File: src/rtl/tub_scan_arbiter_pkg.sv
`default_nettype none
// +-----------------------------------------------------------------------+
// | tub_scan_arbiter_pkg: owner codes, grant codes, seven-segment glyphs  |
// | Rev 1.0                                                               |
// +-----------------------------------------------------------------------+
package tub_scan_arbiter_pkg;

  typedef enum logic [1:0] {
    S_IDLE  = 2'd0,
    S_MAN   = 2'd1,
    S_AUTO  = 2'd2,
    S_ALERT = 2'd3
  } owner_t;

  localparam logic [2:0] GRANT_IDLE  = 3'b000;
  localparam logic [2:0] GRANT_MAN   = 3'b001;
  localparam logic [2:0] GRANT_AUTO  = 3'b010;
  localparam logic [2:0] GRANT_ALERT = 3'b100;

  // Segment bit order {dp, g, f, e, d, c, b, a}, active high.
  localparam logic [7:0] SEG_0     = 8'h3F;
  localparam logic [7:0] SEG_1     = 8'h06;
  localparam logic [7:0] SEG_2     = 8'h5B;
  localparam logic [7:0] SEG_3     = 8'h4F;
  localparam logic [7:0] SEG_4     = 8'h66;
  localparam logic [7:0] SEG_5     = 8'h6D;
  localparam logic [7:0] SEG_6     = 8'h7D;
  localparam logic [7:0] SEG_7     = 8'h07;
  localparam logic [7:0] SEG_8     = 8'h7F;
  localparam logic [7:0] SEG_9     = 8'h6F;
  localparam logic [7:0] SEG_A     = 8'h77;
  localparam logic [7:0] SEG_B     = 8'h7C;
  localparam logic [7:0] SEG_C     = 8'h39;
  localparam logic [7:0] SEG_D     = 8'h5E;
  localparam logic [7:0] SEG_E     = 8'h79;
  localparam logic [7:0] SEG_F     = 8'h71;
  localparam logic [7:0] SEG_BLANK = 8'h00;

  function automatic logic [2:0] owner_to_grant(input owner_t o);
    case (o)
      S_MAN:   return GRANT_MAN;
      S_AUTO:  return GRANT_AUTO;
      S_ALERT: return GRANT_ALERT;
      default: return GRANT_IDLE;
    endcase
  endfunction

endpackage
`default_nettype wire

File: src/rtl/tub_scan_arbiter_seg_decode.sv
`default_nettype none
// +-----------------------------------------------------------------------+
// | tub_scan_arbiter_seg_decode: 4-bit hex code to seven-segment glyph    |
// | Rev 1.0                                                               |
// +-----------------------------------------------------------------------+
module tub_scan_arbiter_seg_decode
  import tub_scan_arbiter_pkg::*;
(
  input  logic [3:0] code,
  output logic [7:0] seg
);

  always_comb begin
    seg = SEG_BLANK;
    case (code)
      4'h0: seg = SEG_0;
      4'h1: seg = SEG_1;
      4'h2: seg = SEG_2;
      4'h3: seg = SEG_3;
      4'h4: seg = SEG_4;
      4'h5: seg = SEG_5;
      4'h6: seg = SEG_6;
      4'h7: seg = SEG_7;
      4'h8: seg = SEG_8;
      4'h9: seg = SEG_9;
      4'hA: seg = SEG_A;
      4'hB: seg = SEG_B;
      4'hC: seg = SEG_C;
      4'hD: seg = SEG_D;
      4'hE: seg = SEG_E;
      4'hF: seg = SEG_F;
    endcase
  end

endmodule
`default_nettype wire

File: src/rtl/tub_scan_arbiter.sv
`default_nettype none
// +-----------------------------------------------------------------------+
// | tub_scan_arbiter: frame-boundary display arbitration and digit scan   |
// | Optional macro ALERT_BLINK_EN blinks the alert.  Rev 1.0              |
// +-----------------------------------------------------------------------+
module tub_scan_arbiter
  import tub_scan_arbiter_pkg::*;
#(
  parameter int SCAN_DIV     = 100000,
  parameter int ALERT_HOLD   = 250,
  parameter int BLINK_FRAMES = 64
) (
  input  logic        clk,
  input  logic        rst,
  input  logic        req_manual,
  input  logic        req_auto,
  input  logic        req_alert,
  input  logic [31:0] data_manual,
  input  logic [31:0] data_auto,
  input  logic [31:0] data_alert,
  output logic [2:0]  grant,
  output logic        alert_done,
  output logic [7:0]  tub_sel,
  output logic [7:0]  tub_ctr1,
  output logic [7:0]  tub_ctr2
);

  localparam int CNT_W  = $clog2(SCAN_DIV);
  localparam int HOLD_W = $clog2(ALERT_HOLD + 1);
  localparam logic [CNT_W-1:0]  CNT_MAX  = CNT_W'(SCAN_DIV - 1);
  localparam logic [HOLD_W-1:0] HOLD_MAX = HOLD_W'(ALERT_HOLD - 1);

  if (SCAN_DIV < 2 || ALERT_HOLD < 1 || BLINK_FRAMES < 1) begin : g_param_check
    $error("tub_scan_arbiter: illegal parameter value");
  end

  logic [CNT_W-1:0]  presc;
  logic [1:0]        phase;
  logic              tick;
  logic              frame_end;
  owner_t            owner;
  owner_t            owner_next;
  logic [HOLD_W-1:0] hold_cnt;
  logic [HOLD_W-1:0] hold_next;
  logic              armed;
  logic              armed_next;
  logic              alert_stay;
  logic              alert_expire;
  logic              blank_blink;
  logic [31:0]       data_sel;
  logic [31:0]       data_shl;
  logic [7:0]        seg_l;
  logic [7:0]        seg_r;
  logic [7:0]        sel_c;
  logic [7:0]        ctr1_c;
  logic [7:0]        ctr2_c;

  assign tick         = (presc == CNT_MAX);
  assign frame_end    = tick && (phase == 2'd3);
  assign alert_stay   = (owner == S_ALERT) && (hold_cnt < HOLD_MAX);
  assign alert_expire = (owner == S_ALERT) && !alert_stay;

  always_ff @(posedge clk) begin
    if (rst) begin
      presc <= '0;
      phase <= 2'd0;
    end else begin
      presc <= tick ? '0 : presc + 1'b1;
      if (tick) phase <= phase + 2'd1;
    end
  end

  always_ff @(posedge clk) begin
    if (rst) begin
      owner    <= S_IDLE;
      hold_cnt <= '0;
      armed    <= 1'b1;
    end else begin
      owner    <= owner_next;
      hold_cnt <= hold_next;
      armed    <= armed_next;
    end
  end

  // An expiring alert falls through to the normal priority chain as if it
  // were not requesting, so a level-held alert cannot immediately re-grab.
  always_comb begin
    owner_next = owner;
    hold_next  = hold_cnt;
    armed_next = armed;
    if (frame_end) begin
      if (alert_stay) begin
        hold_next = hold_cnt + 1'b1;
      end else if (req_alert && armed && !alert_expire) begin
        owner_next = S_ALERT;
        hold_next  = '0;
      end else if (req_auto) begin
        owner_next = S_AUTO;
      end else if (req_manual) begin
        owner_next = S_MAN;
      end else begin
        owner_next = S_IDLE;
      end
      if (!req_alert)        armed_next = 1'b1;
      else if (alert_expire) armed_next = 1'b0;
    end
  end

  assign alert_done = frame_end && alert_expire && !rst;
  assign grant      = owner_to_grant(owner);

`ifdef ALERT_BLINK_EN
  localparam int BLINK_W = $clog2(BLINK_FRAMES + 1);
  localparam logic [BLINK_W-1:0] BLINK_MAX = BLINK_W'(BLINK_FRAMES - 1);

  logic [BLINK_W-1:0] blink_cnt;
  logic               blink;

  always_ff @(posedge clk) begin
    if (rst) begin
      blink_cnt <= '0;
      blink     <= 1'b0;
    end else if (frame_end) begin
      if (owner != S_ALERT) begin
        blink_cnt <= '0;
        blink     <= 1'b0;
      end else if (blink_cnt == BLINK_MAX) begin
        blink_cnt <= '0;
        blink     <= ~blink;
      end else begin
        blink_cnt <= blink_cnt + 1'b1;
      end
    end
  end

  assign blank_blink = blink && (owner == S_ALERT);
`else
  assign blank_blink = 1'b0;
`endif

  always_comb begin
    case (owner)
      S_MAN:   data_sel = data_manual;
      S_AUTO:  data_sel = data_auto;
      S_ALERT: data_sel = data_alert;
      default: data_sel = 32'h0;
    endcase
  end

  // Shifting by 4*phase brings the current digit of each group to the top nibble.
  assign data_shl = data_sel << {phase, 2'b00};

  tub_scan_arbiter_seg_decode u_seg_ctr1 (
    .code (data_shl[31:28]),
    .seg  (seg_l)
  );

  tub_scan_arbiter_seg_decode u_seg_ctr2 (
    .code (data_shl[15:12]),
    .seg  (seg_r)
  );

  always_comb begin
    sel_c  = 8'h00;
    ctr1_c = SEG_BLANK;
    ctr2_c = SEG_BLANK;
    if (owner != S_IDLE) begin
      ctr1_c = seg_l;
      ctr2_c = seg_r;
      if (!tick && !blank_blink) sel_c = (8'h80 >> phase) | (8'h08 >> phase);
    end
  end

  always_ff @(posedge clk) begin
    if (rst) begin
      tub_sel  <= 8'h00;
      tub_ctr1 <= 8'h00;
      tub_ctr2 <= 8'h00;
    end else begin
      tub_sel  <= sel_c;
      tub_ctr1 <= ctr1_c;
      tub_ctr2 <= ctr2_c;
    end
  end

endmodule
`default_nettype wire

File: config.mk
export PLATFORM = sky130hd
export DESIGN_NAME = tub_scan_arbiter
export DESIGN_NICKNAME = d
export VERILOG_FILES = /design/src/rtl/tub_scan_arbiter_pkg.sv /design/src/rtl/tub_scan_arbiter_seg_decode.sv /design/src/rtl/tub_scan_arbiter.sv
export SDC_FILE = /design/constraint.sdc
export NUM_CORES = 1
export LEC_CHECK = 0
export BUFFER_PORTS_ARGS = -buffer_cell sky130_fd_sc_hd__buf_2
export CORE_MARGIN = 5
export CORE_UTILIZATION = 45
export DETAILED_ROUTE_END_ITERATION = 12
export PLACE_DENSITY = 0.89
export SKIP_LAST_GASP = 1
export SLEW_MARGIN = 20
export SYNTH_ARGS = -nofsm -noshare
export SYNTH_HDL_FRONTEND = slang
export SYNTH_SLANG_ARGS = --single-unit
export TNS_END_PERCENT = 10
File: constraint.sdc
create_clock -name clk -period 2.7 [get_ports clk]
set_clock_uncertainty 0.15 [all_clocks]
set_input_delay 0 -clock clk [delete_from_list [all_inputs] [get_ports clk]]
set_output_delay 0 -clock clk [all_outputs]
set_load 0.01 [all_outputs]
# Word level (Yosys, flattened, before mapping)
# Memories as Yosys holds them, arrays and structs flattened. A register that Yosys moved wholly into a read port is not among the register bits.
# Cells that the tools add are included.
dict set report op_classes {
  addsub 3
  magnitude_cmp 1
  eq_ne 6
  shifts 3
  mux 9
  n_bitwise 3
  n_reduce_logical 18
}
# cell n
set ops {}
lappend ops {{32-bit case mux with 3 select lines} 1}
lappend ops {{32-bit by 4-bit left shift with 32-bit output} 1}
lappend ops {{17-bit by 1-bit adder with 17-bit output, second input constant} 1}
lappend ops {{17-bit equality test, second input constant} 1}
lappend ops {{8-bit two-way mux} 2}
lappend ops {{3-bit case mux with 3 select lines} 1}
lappend ops {{8-bit by 1-bit adder with 8-bit output, second input constant} 1}
lappend ops {{8-bit < comparator, second input constant} 1}
lappend ops {{8-bit bitwise OR} 1}
lappend ops {{4-bit by 2-bit right shift with 8-bit output, first input constant} 1}
lappend ops {{8-bit by 2-bit right shift with 8-bit output, first input constant} 1}
lappend ops {{1-bit logical AND} 7}
lappend ops {{2-bit equality test, second input constant} 3}
lappend ops {{2-bit AND reduction} 3}
lappend ops {{2-bit two-way mux} 2}
lappend ops {{2-bit nonzero test} 2}
lappend ops {{2-bit OR reduction} 2}
lappend ops {{1-bit logical NOT} 3}
lappend ops {{1-bit two-way mux} 3}
lappend ops {{3-bit OR reduction} 1}
lappend ops {{2-bit by 1-bit adder with 2-bit output, second input constant} 1}
lappend ops {{2-bit by 1-bit equality test with 1-bit output, second input constant} 1}
lappend ops {{2-bit by 1-bit != test with 1-bit output, second input constant} 1}
lappend ops {{1-bit inverter} 2}
dict set report word_totals {
  ff_bits 54
  romBits 224
  inputBits 101
  out_inout_bits 28
  wordCells 53
  mem_count 2
}
# name words width read_ports rd_clocked_by_memory_dff wr line_no
set memory_table {}
lappend memory_table {{(no name shown)} 16 7 1 1 0 tub_scan_arbiter_seg_decode.sv:15} ;# case (code)
lappend memory_table {{(no name shown)} 16 7 1 1 0 tub_scan_arbiter_seg_decode.sv:15}

# Longest topological paths before layout
dict set report logic_depth {
  ltp_word 8
  mapped_depth 12
  ltp_nobuf 9
}

# Hierarchy
# Synthesis repeated with hierarchy kept, for this count alone.
dict set report unflattened {
  cells_unflattened 381
  area_unflattened_um2 3462.1
}
# mod instances cells_each area_each_um2 seq_area_each_um2
set modules_own_cells {}
lappend modules_own_cells {tub_scan_arbiter 1 311 2864.0 1001.0}
lappend modules_own_cells {tub_scan_arbiter_seg_decode 2 35 299.0 0.0}

# Least setup slack after synthesis
# Ideal clock, no wire load.
dict set report synth_timing {
  path_type {register to register}
  startpoint {register owner[1]}
  endpoint {register tub_ctr2[3]}
  setup_ns 0.086
  arrival_time_ns 2.444
  required_time_ns 2.464
  path_slack_ns 0.021
  path_stages_with_launch 12
  n_path_buf 3
  period_less_slack_ns 2.679
  cell_sequence {dfxtp_1 buf_6 buf_4 buf_4 mux2_2 a221oi_1 nor2_1 a21oi_2 inv_1 ha_1 mux2_4 a211oi_1}
}
dict set report synth_between {
  elab_chain_len 3
  elab_cells_between_ends 8
  classes_between {eq/ne: 3; shift: 1; mux: 1; bitwise: 1; reduce/logical: 2}
}
# item line_no
set synth_rtl {}
lappend synth_rtl {{from (decl)} tub_scan_arbiter.sv:41} ;# owner_t owner;
lappend synth_rtl {{from (signal assigned)} tub_scan_arbiter.sv:79} ;# owner <= owner_next;
lappend synth_rtl {{2-bit equality test, or another cell as far along} tub_scan_arbiter.sv:142} ;# case (owner)
lappend synth_rtl {{32-bit case mux with 3 select lines / 1-bit inverter (equally long branches)} n/a}
lappend synth_rtl {{32-bit by 4-bit left shift with 32-bit output / 2-bit OR reduction (equally long branches)} n/a}
lappend synth_rtl {{to (decl)} tub_scan_arbiter.sv:25} ;# output logic [7:0] tub_ctr2
# Parallel ways exist; a longest one is shown, timed or not.
# A chain may end at the register's enable or synchronous reset.

# Worst setup path after layout
dict set report layout_timing {
  startpoint {register owner[1]}
  endpoint {register tub_ctr1[4]}
}
dict set report layout_between {
  elab_chain_len 3
  elab_cells_between_ends 8
  classes_between {eq/ne: 3; shift: 1; mux: 1; bitwise: 1; reduce/logical: 2}
}
# item line_no
set layout_rtl {}
lappend layout_rtl {{2-bit equality test, or another cell as far along} tub_scan_arbiter.sv:142}
lappend layout_rtl {{32-bit case mux with 3 select lines / 1-bit inverter (equally long branches)} n/a}
lappend layout_rtl {{32-bit by 4-bit left shift with 32-bit output / 2-bit OR reduction (equally long branches)} n/a}
lappend layout_rtl {{to (decl)} tub_scan_arbiter.sv:24} ;# output logic [7:0] tub_ctr1,
# Parallel ways exist; a longest one is shown, timed or not.

==> out/metrics.cfg <==
[worst_setup_path]
end_kind=flop
critical_path_arrival_ns=2.73
reg2reg_slack_ns=0.04
crit-reg2reg-capture=tub_ctr1[4]
worst_r2r_path_depth=7
worst_setup_path_start_kind=flop
critPathMaxFanout=17
r2r_start=owner[1]
worst-setup-path-type=reg2reg
timing.critical_path.required_ns=2.76

[clocking]
cts_inserted_buffers=5
clock_latency_ns=0.30
tritoncts=built
clk_path_buf_depth=2
path_clk_slew_ns=0.09
clock_sinks=48
htree_num_levels=2
clockRootBuffer=sky130_fd_sc_hd__clkbuf_8

[finish]
layout.cells.most_common=sky130_fd_sc_hd__buf_2
synthToLayoutAreaGrowth_pct=29.9
finalNonFillerCells=607
antenna_cells_inserted=0
post-route-cell-area_mm2=0.00436
final_layout_size_suffix_gt1_share_pct=39.8
layout_common_cells=126 x sky130_fd_sc_hd__buf_2, 47 x sky130_fd_sc_hd__dfxtp_1, 43 x sky130_fd_sc_hd__nor2_1
layout.nets=629

[route]
drt-initial-drc-count=215
postRouteWirelength_um=10300
drcViolationCount=0
route.vias.total=3415
avgViaCountPerCell=5.63
ant_nets=0
detail_route.wl_per_cell_um=17.0
detailedRoute.firstPassIterationCount=5

[floorplanning]
design.core.area_mm2=0.00725
io_pins=129
start_util_pct=46.3
floorplan_row_count=31
die_area_mm2=0.00930
dieWidth_um=96.4
die_h_um=96.4

[power]
power_density_mw_per_mm2=295
report.power.total_mw=1.29
worst_ir_drop_vdd_mv=0.187
leakage_nw=1.95

[global_routing]
use_met1_pct=21.5
grt_first_pass_wirelength_um=15100
grt_most_used_layer=met2
globalRouteMet2Util_pct=40.8
grt_start_max_net_pins=38
first_global_vias=3291
antenna_found_initial=0
groute.usage.overall_pct=20.7
global_route_met3_usage_pct=3.72
globalRoute.totalOverflow=0

[sta]
finalHoldViolations=0
fmax_ghz=0.376
setup-tns-final_ns=0
finalCriticalPeriod_ns=2.66
slew_headroom_pct=65.8
worstMarginPinSlew_ns=0.508
fin_crit_sh_pct=98.6
drv_slew=0
report.final.setup_viol=0
grt_setup_unrepaired=true

[logic_synthesis]
edff_count_synth=0
synth.yosys.seq_area_share_pct=28.6
synth_cells=372
synth.cell_area_mm2=0.00336
synth-seq-cells=48
ys_dominant_reg_cell=sky130_fd_sc_hd__dfxtp_1
ys_warn_count=0
yosysUniqueCellTypes=51
synth.avg_cell_area_um2=9.03
postSynth.asyncResetShare_pct=0

[hold_path]
timing.hold.worst.class=in2reg
worstHoldPathCells=4
min-delay-start=req_manual
hold-path-endpoint=owner[0]

[place]
place.gp.congestion=0.889
dp_hpwl_um=7520
placedCellCount=589
port_buffers=126
dpl-instance-area_mm2=0.00412

[job]
max-cap-violations=0

[outcome]
outcome=finished clean

state kept, by name, indices dropped and copies added (netlist names):
register,flops
presc,17
hold_cnt,8
tub_ctr1,7
tub_ctr2,7
tub_sel,4
owner,2
phase,2
armed,1
per-layer routing:
metal | wire length (um) | part of all wire (%)
met1 | 3770 | 37
met5 | 0 | 0
met2 | 5450 | 53
met3 | 803 | 7.8
met4 | 288 | 2.8
how the worst max path moves through the flow:
stage	to	cells after the start	slack, ns	start
after CTS	tub_ctr1[0]	9	0.03	owner[1]
final	tub_ctr1[4]	7	0.04	owner[1]
after detailed placement	tub_ctr1[3]	11	0.01	owner[1]
after global routing	tub_ctr1[0]	9	-0.04	owner[1]
after global placement	tub_ctr1[0]	8	0.11	owner[1]
after floorplan	tub_ctr2[3]	11	0.02	owner[1]
cell usage after synthesis, types with 2 or more instances:
library cell | n | share of area [%]
sky130_fd_sc_hd__xor2_1 | 8 | 2.1
sky130_fd_sc_hd__and2_1 | 6 | 1.1
sky130_fd_sc_hd__nand3_1 | 14 | 2.1
sky130_fd_sc_hd__mux2_1 | 3 | 1.0
sky130_fd_sc_hd__nand2_1 | 15 | 1.7
sky130_fd_sc_hd__and4b_1 | 2 | 0.60
sky130_fd_sc_hd__nand4_1 | 5 | 0.93
sky130_fd_sc_hd__nor4_1 | 2 | 0.37
sky130_fd_sc_hd__clkbuf_1 | 4 | 0.45
sky130_fd_sc_hd__xnor2_1 | 10 | 2.6
sky130_fd_sc_hd__a22o_1 | 4 | 1.0
sky130_fd_sc_hd__and4_1 | 3 | 0.78
sky130_fd_sc_hd__a211oi_1 | 5 | 1.1
sky130_fd_sc_hd__or3_1 | 3 | 0.56
sky130_fd_sc_hd__a221oi_1 | 12 | 3.1
sky130_fd_sc_hd__and3_1 | 8 | 1.5
sky130_fd_sc_hd__mux4_2 | 6 | 4.0
sky130_fd_sc_hd__nor2_1 | 44 | 4.9
sky130_fd_sc_hd__o21ai_0 | 7 | 1.0
sky130_fd_sc_hd__nor2b_1 | 7 | 1.3
sky130_fd_sc_hd__mux2i_1 | 8 | 2.4
sky130_fd_sc_hd__inv_1 | 14 | 1.6
sky130_fd_sc_hd__a22oi_1 | 22 | 4.9
sky130_fd_sc_hd__mux2_4 | 4 | 1.8
sky130_fd_sc_hd__nor3_1 | 15 | 2.2
sky130_fd_sc_hd__clkinv_1 | 2 | 0.22
sky130_fd_sc_hd__buf_1 | 2 | 0.22
sky130_fd_sc_hd__nand2b_1 | 2 | 0.37
sky130_fd_sc_hd__a21oi_1 | 5 | 0.74
sky130_fd_sc_hd__buf_4 | 9 | 2.0
sky130_fd_sc_hd__buf_6 | 2 | 0.67
sky130_fd_sc_hd__dfxtp_1 | 48 | 29
sky130_fd_sc_hd__ha_1 | 21 | 7.8
sky130_fd_sc_hd__buf_2 | 7 | 1.0
sky130_fd_sc_hd__mux2_2 | 27 | 9.0
layout make-up:
| cell class | instances | area [um^2] |
|---|---|---|
| Sequential cell | 48 | 965 |
| Clock inverter | 2 | 15.0 |
| Fill cell | 570 | 2890 |
| Timing Repair Buffer | 153 | 923 |
| Clock buffer | 6 | 82.6 |
| Inverter | 16 | 60.1 |
| Multi-Input combinational cell | 283 | 2190 |
| Tap cell | 99 | 124 |
worst max-delay path, stage by stage, from the launching register on:
cell and delay (ns):
sky130_fd_sc_hd__dfxtp_4 0.39, sky130_fd_sc_hd__buf_12 0.17, sky130_fd_sc_hd__mux2_2 0.34, sky130_fd_sc_hd__a22o_1 0.22, sky130_fd_sc_hd__mux4_2 0.52, sky130_fd_sc_hd__ha_1 0.26
sky130_fd_sc_hd__mux2_4 0.28, sky130_fd_sc_hd__a211oi_2 0.24
repair_timing:
action	4_1_cts	5_1_grt
endpoints found under the setup margin	3	7
hold endpoints to repair	8	0
gates cloned	1	1
resized for setup	2	5
setup buffers	2	2
hold buffers	4	0
logic make-up (layout without fill, tap and decap cells):
logic type,after synthesis,after routing,share of synthesized area [%]
AOI/OAI and AO/OA,66,66,14.7
xor gates and xnor gates,18,18,4.69
adders and majority gates,21,21,7.82
buffers and inverters,42,177,6.85
DFF,48,48,28.6
muxes,48,48,18.2
other,1,2,0.112
and+or+nand+nor,128,128,19.0
stage by stage:
step                      hold slack [ns]  setup slack, ns  utilization [%]
after floorplan                   -0.0176           0.0206                -
after global placement              0.105            0.114             56.8
after detailed placement            0.128           0.0125             56.8
after CTS                          0.0248           0.0284             59.4
after global routing               0.0482          -0.0371             60.2
final                              0.0203           0.0387             60.2
report_power, final:
part	internal (mW)	switching (mW)
Clock	0.208	0.242
Sequential	0.710	0.00310
Combinational	0.0784	0.0480
Power figures use the tool's default switching activity.
